File: src/rtl/lsu_pkg.sv
// lsu_pkg: shared op/state encodings, default memory width and decode helpers for the load/store unit
package lsu_pkg;
  localparam int ADDR_W_DEF = 11;
  typedef enum logic [2:0] {
    OP_LW  = 3'd0,
    OP_LH  = 3'd1,
    OP_LHU = 3'd2,
    OP_LB  = 3'd3,
    OP_LBU = 3'd4,
    OP_SW  = 3'd5,
    OP_SH  = 3'd6,
    OP_SB  = 3'd7
  } op_t;
  typedef enum logic [1:0] {
    S_IDLE   = 2'd0,
    S_ACCESS = 2'd1,
    S_MERGE  = 2'd2,
    S_RESP   = 2'd3
  } state_t;
  function automatic logic is_load(op_t op);
    return op inside {OP_LW, OP_LH, OP_LHU, OP_LB, OP_LBU};
  endfunction
  function automatic logic is_partial_store(op_t op);
    return op inside {OP_SH, OP_SB};
  endfunction
  function automatic logic is_misaligned(op_t op, logic [1:0] lo);
    return ((op == OP_LW || op == OP_SW) && lo != 2'd0) ||
           ((op == OP_LH || op == OP_LHU || op == OP_SH) && lo[0]);
  endfunction
endpackage

File: src/rtl/lsu_align.sv
// lsu_align: little-endian lane extraction with sign/zero extension, and lane merge for partial stores
module lsu_align
  import lsu_pkg::*;
(
  input  op_t         op,
  input  logic [1:0]  lo,
  input  logic [31:0] rword,
  input  logic [31:0] mword,
  input  logic [31:0] wdata,
  output logic [31:0] load_data,
  output logic [31:0] merge_data
);
  logic [4:0]  sh;
  logic [7:0]  b;
  logic [15:0] h;
  logic [31:0] bmask;
  logic [31:0] hmask;
  logic [31:0] hins;
  // pick the addressed lane out of the read word and extend it; splice store data into the captured word
  always_comb begin
    sh = {lo, 3'b000};
    b = 8'(rword >> sh);
    h = lo[1] ? rword[31:16] : rword[15:0];
    load_data = op == OP_LW  ? rword :
                op == OP_LH  ? {{16{h[15]}}, h} :
                op == OP_LHU ? {16'h0000, h} :
                op == OP_LB  ? {{24{b[7]}}, b} :
                op == OP_LBU ? {24'h000000, b} : 32'h0;
    bmask = 32'h0000_00FF << sh;
    hmask = lo[1] ? 32'hFFFF_0000 : 32'h0000_FFFF;
    hins = lo[1] ? {wdata[15:0], 16'h0000} : {16'h0000, wdata[15:0]};
    merge_data = op == OP_SB ? (mword & ~bmask) | ({24'h000000, wdata[7:0]} << sh) :
                 op == OP_SH ? (mword & ~hmask) | hins : mword;
  end
endmodule

File: src/rtl/mem_lsu.sv
// mem_lsu: single-outstanding load/store unit driving a word-wide memory with read-modify-write for sub-word stores
module mem_lsu
  import lsu_pkg::*;
#(
  parameter int ADDR_W = ADDR_W_DEF
) (
  input  logic              clk,
  input  logic              rst,
  input  logic              req_valid,
  output logic              req_ready,
  input  logic [2:0]        req_op,
  input  logic [31:0]       req_addr,
  input  logic [31:0]       req_wdata,
  output logic              resp_valid,
  output logic [31:0]       resp_rdata,
  output logic              resp_err,
  output logic              dm_wena,
  output logic [ADDR_W-1:0] dm_addr,
  output logic [31:0]       dm_wdata,
  input  logic [31:0]       dm_rdata
);
  state_t            state;
  op_t               op;
  logic [ADDR_W+1:0] addr;
  logic [31:0]       wdata;
  logic [31:0]       word;
  logic [31:0]       load_data;
  logic [31:0]       merge_data;
  logic              req_mis;
  lsu_align u_align (
    .op         (op),
    .lo         (addr[1:0]),
    .rword      (dm_rdata),
    .mword      (word),
    .wdata      (wdata),
    .load_data  (load_data),
    .merge_data (merge_data)
  );
  // handshake, write strobe and write data decoded from state so a reset drops the write at once
  always_comb begin
    req_mis = is_misaligned(op_t'(req_op), req_addr[1:0]);
    req_ready = state == S_IDLE;
    resp_valid = state == S_RESP;
    dm_addr = addr[ADDR_W+1:2];
    dm_wena = state == S_MERGE || (state == S_ACCESS && op == OP_SW);
    dm_wdata = state == S_MERGE ? merge_data :
               (state == S_ACCESS && op == OP_SW) ? wdata : 32'h0;
  end
  // request sequencing: accept, access memory, optionally merge, then a one-cycle response
  always_ff @(posedge clk or posedge rst) begin
    if (rst) begin
      state <= S_IDLE;
      op <= OP_LW;
      addr <= '0;
      wdata <= 32'h0;
      word <= 32'h0;
      resp_rdata <= 32'h0;
      resp_err <= 1'b0;
    end else begin
      case (state)
        S_IDLE: if (req_valid) begin
          op <= op_t'(req_op);
          addr <= req_addr[ADDR_W+1:0];
          wdata <= req_wdata;
          resp_rdata <= 32'h0;
          resp_err <= req_mis;
          state <= req_mis ? S_RESP : S_ACCESS;
        end
        S_ACCESS: begin
          word <= dm_rdata;
          resp_rdata <= is_load(op) ? load_data : 32'h0;
          state <= is_partial_store(op) ? S_MERGE : S_RESP;
        end
        S_MERGE: state <= S_RESP;
        default: begin
          resp_rdata <= 32'h0;
          resp_err <= 1'b0;
          state <= S_IDLE;
        end
      endcase
    end
  end
endmodule

File: config.mk
export PLATFORM = sky130hd
export DESIGN_NAME = mem_lsu
export DESIGN_NICKNAME = d
export VERILOG_FILES = /design/src/rtl/lsu_pkg.sv /design/src/rtl/lsu_align.sv /design/src/rtl/mem_lsu.sv
export SDC_FILE = /design/constraint.sdc
export NUM_CORES = 1
export LEC_CHECK = 0
export BUFFER_PORTS_ARGS = -buffer_cell sky130_fd_sc_hd__buf_2
export CORE_ASPECT_RATIO = 0.8
export CORE_UTILIZATION = 56
export CTS_CLUSTER_SIZE = 28
export DETAILED_ROUTE_END_ITERATION = 6
export GPL_TIMING_DRIVEN = 0
export PLACE_DENSITY = 0.86
export RECOVER_POWER = 50
export SYNTH_ARGS = -nofsm -noshare
export SYNTH_HDL_FRONTEND = slang
export SYNTH_SLANG_ARGS = --single-unit
export TNS_END_PERCENT = 1
File: constraint.sdc
create_clock -name clk -period 10.65 [get_ports clk]
set_clock_uncertainty 0.2 [all_clocks]
set_input_delay 2.13 -clock clk [delete_from_list [all_inputs] [get_ports clk]]
set_output_delay 2.13 -clock clk [all_outputs]
set_load 0.01 [all_outputs]
==> flow_results.org <==
** Timing
- Setup violations remaining at the end of the flow were counted as 0.
- Counting I/O delays and the setup requirement, the final critical path takes 6880 ps.
- Slew HR :: -1.74
- Achievable clock frequency :: around 150 MHz
- For the pin with the worst max-slew slack, the measured transition is 4110 ps.
- Setup TNS :: 0 ps
- Unrepaired setup endpoints after global routing :: false
- The max-slew violation total from the final report is around 120.
- Final hold vios :: 0
- Dividing the final minimum period by the clock period gives 0.646.

** Clock tree
- Sink count of the clock tree :: 115
- The root buffer cell chosen for the clock tree is sky130_fd_sc_hd__clkbuf_16.
- Count of buffers added by post-CTS timing repair for setup :: 0
- The later pin in the worst-skew pair is clocked with a latency of 420 ps.
- The H-tree was split into 4 levels.
- The number of gates resized after CTS was 0.
- CTS Buffer Depth :: 2
- Hold repair after CTS inserted 0 buffers.
- Counting the buffers created by CTS gives 17.
- Clock tree from TritonCTS :: built
- CTS clock-pin slew for the worst setup and hold paths :: 50 ps

** Synth
- By area the synthesized netlist is led by sky130_fd_sc_hd__dfrtp_1 49%, sky130_fd_sc_hd__mux2_2 15%, sky130_fd_sc_hd__nand2_1 3.5%.
- The number of nets in the synthesized netlist is 620.
- Counting every instance in the synthesized netlist gives 514.
- For this run, the number of Yosys warnings is 0.
- Most common flop cell mapped by yosys :: sky130_fd_sc_hd__dfrtp_1
- Each instance of the synthesized netlist takes up on average 11.5 sq um.
- The synthesized design contains 115 register bits.
- Mapped cell area :: just under 6000 sq um
- Synth async-reset ratio :: 1.00
- In this run, synthesis inferred 0 flip-flops with an integrated enable.
- Number of distinct standard cells referenced by the synthesized netlist :: 50
- Most frequently used cell type in the post-synthesis netlist :: sky130_fd_sc_hd__dfrtp_1
- Leading cell types by count after synthesis :: 115 x sky130_fd_sc_hd__dfrtp_1, 80 x sky130_fd_sc_hd__mux2_2, 55 x sky130_fd_sc_hd__nand2_1
- Share of synthesized area occupied by flip-flops and latches :: 0.488
- Post-synth top area share :: 0.488
- Cell type with the highest aggregate area in the netlist :: sky130_fd_sc_hd__dfrtp_1

** Detailed routing
- Number of detailed-route iterations in the first pass :: 6
- In this run, the number of DRC markers left after iteration 0 of detailed routing was 474.
- In the routed layout, each cell is associated on average with a via count of 5.98.
- The final route contains 5075 vias.
- Once detail routing completed, the nets flagged for antenna violations numbered 0.
- Routed len/inst :: about 21 um
- In the routed design, unresolved DRC markers number 0.
- After detailed routing, the total wire length is 17.8 mm.

** Min path
- Hold/Removal Path Class :: reg2reg
- Along the worst hold path, the cell count comes to 1.

** Place
- Gp weighted congestion :: 0.885
- Counting tap cells, the placed design contains a total of 816 instances.
- Dpl hpwl :: around 13 mm
- Port buffer count :: 161

** Worst setup path
- Measured in cells, the most critical reg-to-reg path has a length of 9.
- The slowest stage of the critical path belongs to the cell sky130_fd_sc_hd__clkbuf_1.
- Critical path launch point :: rst
- Required time worst endpoint :: around 10000 ps
- The worst setup path is launched from a primary input.
- Sum of buffers and inverters on the critical path :: 3
- Maximum fanout along the worst path :: 76
- In this run the register-to-register setup slack is 8090 ps.
- Top delay family on crit path :: buffers and inverters
- The critical path ends at wdata[0].
- In this run the number of cells on the critical path is 3.
- The setup path with the least slack is of type in2async.
- Worst R2R Start :: state[0]
- Capturing point of the worst reg2reg path :: resp_rdata[5]
- CP max stage delay :: 2940 ps
- Crit. End Element :: asynchronous set/reset pin
- STA puts the critical path data arrival time at between 6000 and 7000 ps.
- Traced cell by cell, the critical path runs through buf_2 > clkinvlp_2 > clkbuf_1.

** Finish
- Summing all flip-flop and latch instances after layout gives 2880 sq um.
- Multi-input gate area :: approximately 2700 sq um
- The number of antenna diodes in the final layout is 0.
- Number of fill cells in the layout :: 745
- Number of nets in the layout :: 801
- From synthesis to final layout, the design area changed by 27.8%.
- Final cell count without fillers :: 848
- Of the cells placed in the final design, the portion with a size suffix greater than 1 is 0.407.

** Power
- Switching Fraction :: 0.368
- Power share of the clock group :: 0.251
- For this design the ratio of total power to cell area is 352 nW/um^2.
- The internal portion of the total power is 1.68 mW.
- Of the total power, registers draw 0.301.
- Across the VDD grid, the largest voltage drop is 219 uV.
- The share of total power dissipated in combinational logic is 0.448.
- For this design the total switching power over the nets is between 0.9 and 1 mW.
- In this run the static leakage power is 3.56 nW.

** GRT
- Largest net degree at the start of global routing :: 77
- The number of antenna violations at the first check in global routing came to 0.
- Via count of the first global-routing pass :: roughly 5.1k
- In the global route stage, overall resource usage came out at 0.346.
- The total overflow left after global routing is 0.
- The first global-routing pass estimated 27.4 mm of wire.

** Floorplanning
- Std cell rows :: 33
- Effective utilization at floorplan :: 0.576
- In this run the count of I/O pins placed on the die edge is between 150 and 200.
- The die is 93.8 um tall.
- The die covers 11000 sq um.
- The die is between 100 and 150 um wide.
- Core outline area :: 10200 sq um

** Run status
- The flow ran to the end, but the final reports show violations.
- The checks that failed: capacitance limit, slew limit.

** Flow run
- Max-Cap Viols :: 2
-- layout by cell type (no fill, tap or decap), types with 2 or more instances in the layout --
master,n
sky130_fd_sc_hd__inv_1,5
sky130_fd_sc_hd__clkbuf_8,5
sky130_fd_sc_hd__nor2_1,40
sky130_fd_sc_hd__o41ai_1,7
sky130_fd_sc_hd__and3b_1,2
sky130_fd_sc_hd__buf_4,16
sky130_fd_sc_hd__ha_1,4
sky130_fd_sc_hd__o21ai_0,30
sky130_fd_sc_hd__maj3_2,2
sky130_fd_sc_hd__a2bb2oi_1,7
sky130_fd_sc_hd__a21o_1,13
sky130_fd_sc_hd__nor2b_1,2
sky130_fd_sc_hd__buf_2,134
sky130_fd_sc_hd__o31ai_1,3
sky130_fd_sc_hd__mux2i_1,16
sky130_fd_sc_hd__a211o_1,2
sky130_fd_sc_hd__mux2_2,80
sky130_fd_sc_hd__o221a_2,8
sky130_fd_sc_hd__clkbuf_1,53
sky130_fd_sc_hd__nand2b_1,2
sky130_fd_sc_hd__dfrtp_1,115
sky130_fd_sc_hd__maj3_1,5
sky130_fd_sc_hd__o221ai_1,12
sky130_fd_sc_hd__o22ai_1,4
sky130_fd_sc_hd__buf_6,5
sky130_fd_sc_hd__a21oi_1,3
sky130_fd_sc_hd__o21ai_1,12
sky130_fd_sc_hd__mux4_2,8
sky130_fd_sc_hd__clkbuf_16,17
sky130_fd_sc_hd__bufinv_16,6
sky130_fd_sc_hd__a22o_1,8
sky130_fd_sc_hd__nand2_1,55
sky130_fd_sc_hd__a2111oi_0,4
-- final cells by class --
class,instances,share of cell area
repair buffers,162,0.102
flip-flops and latches,115,0.382
well taps,140,0.0232
clock inverters,8,0.0257
clock buffers,24,0.0665
inverters,6,0.00315
multi-input cells,348,0.361
plain buffers,45,0.0363
-- metal layers --
layer	GRT usage	share of wire
met3	0.0955	0.089
met4	0.134	0.023
met5	0	0
met1	0.454	0.42
met2	0.545	0.46
-- how the worst min path moves through the flow --
| stage | slack (ps) | startpoint | endpoint |
|---|---|---|---|
| CTS | 280 | resp_rdata[2] | resp_rdata[2] |
| floorplan | 280 | wdata[16] | wdata[16] |
| global route | 290 | resp_rdata[2] | resp_rdata[2] |
| detailed placement | 260 | resp_rdata[2] | resp_rdata[2] |
| finish | 280 | resp_rdata[8] | resp_rdata[8] |
| global placement | 250 | resp_rdata[2] | resp_rdata[2] |
-- sequential cells by signal, indices dropped and copies added (netlist names) --
register    flops
addr           13
op              3
resp_rdata     32
word           32
state           2
resp_err        1
wdata          32
-- metrics by stage --
stage | utilization | worst slack [ps] | power (mW) | area, sq um | hold slack (ps)
after global placement | 0.672 | 4200 | 1.92 | 6880 | 255
after CTS | 0.743 | 5380 | 2.65 | 7610 | 277
after detailed placement | 0.675 | 5830 | 1.97 | 6910 | 258
after global routing | 0.736 | 2740 | 2.79 | 7540 | 288
final | 0.736 | 3770 | 2.66 | 7540 | 276
after floorplan | - | 5280 | 1.58 | 5900 | 279
-- power by group through the flow --
stage / combinational, mW / sequential, mW / clock (mW)
after floorplan: 0.805 / 0.772 / 0
after global placement: 1.14 / 0.780 / 0
after detailed placement: 1.17 / 0.794 / 0
after CTS: 1.18 / 0.794 / 0.669
after global routing: 1.28 / 0.819 / 0.689
final: 1.19 / 0.799 / 0.668
-- cell families (layout without fill, tap and decap cells) --
group	Yosys count	after routing	share of synthesized area
fa+ha+maj	11	11	0.0208
simple gates	110	110	0.0795
compound gates	122	122	0.150
xor+xnor	1	1	0.00148
flops	115	115	0.488
buf+inv	51	245	0.0503
mux	104	104	0.210
No activity file was read; power rests on OpenSTA's default activity.
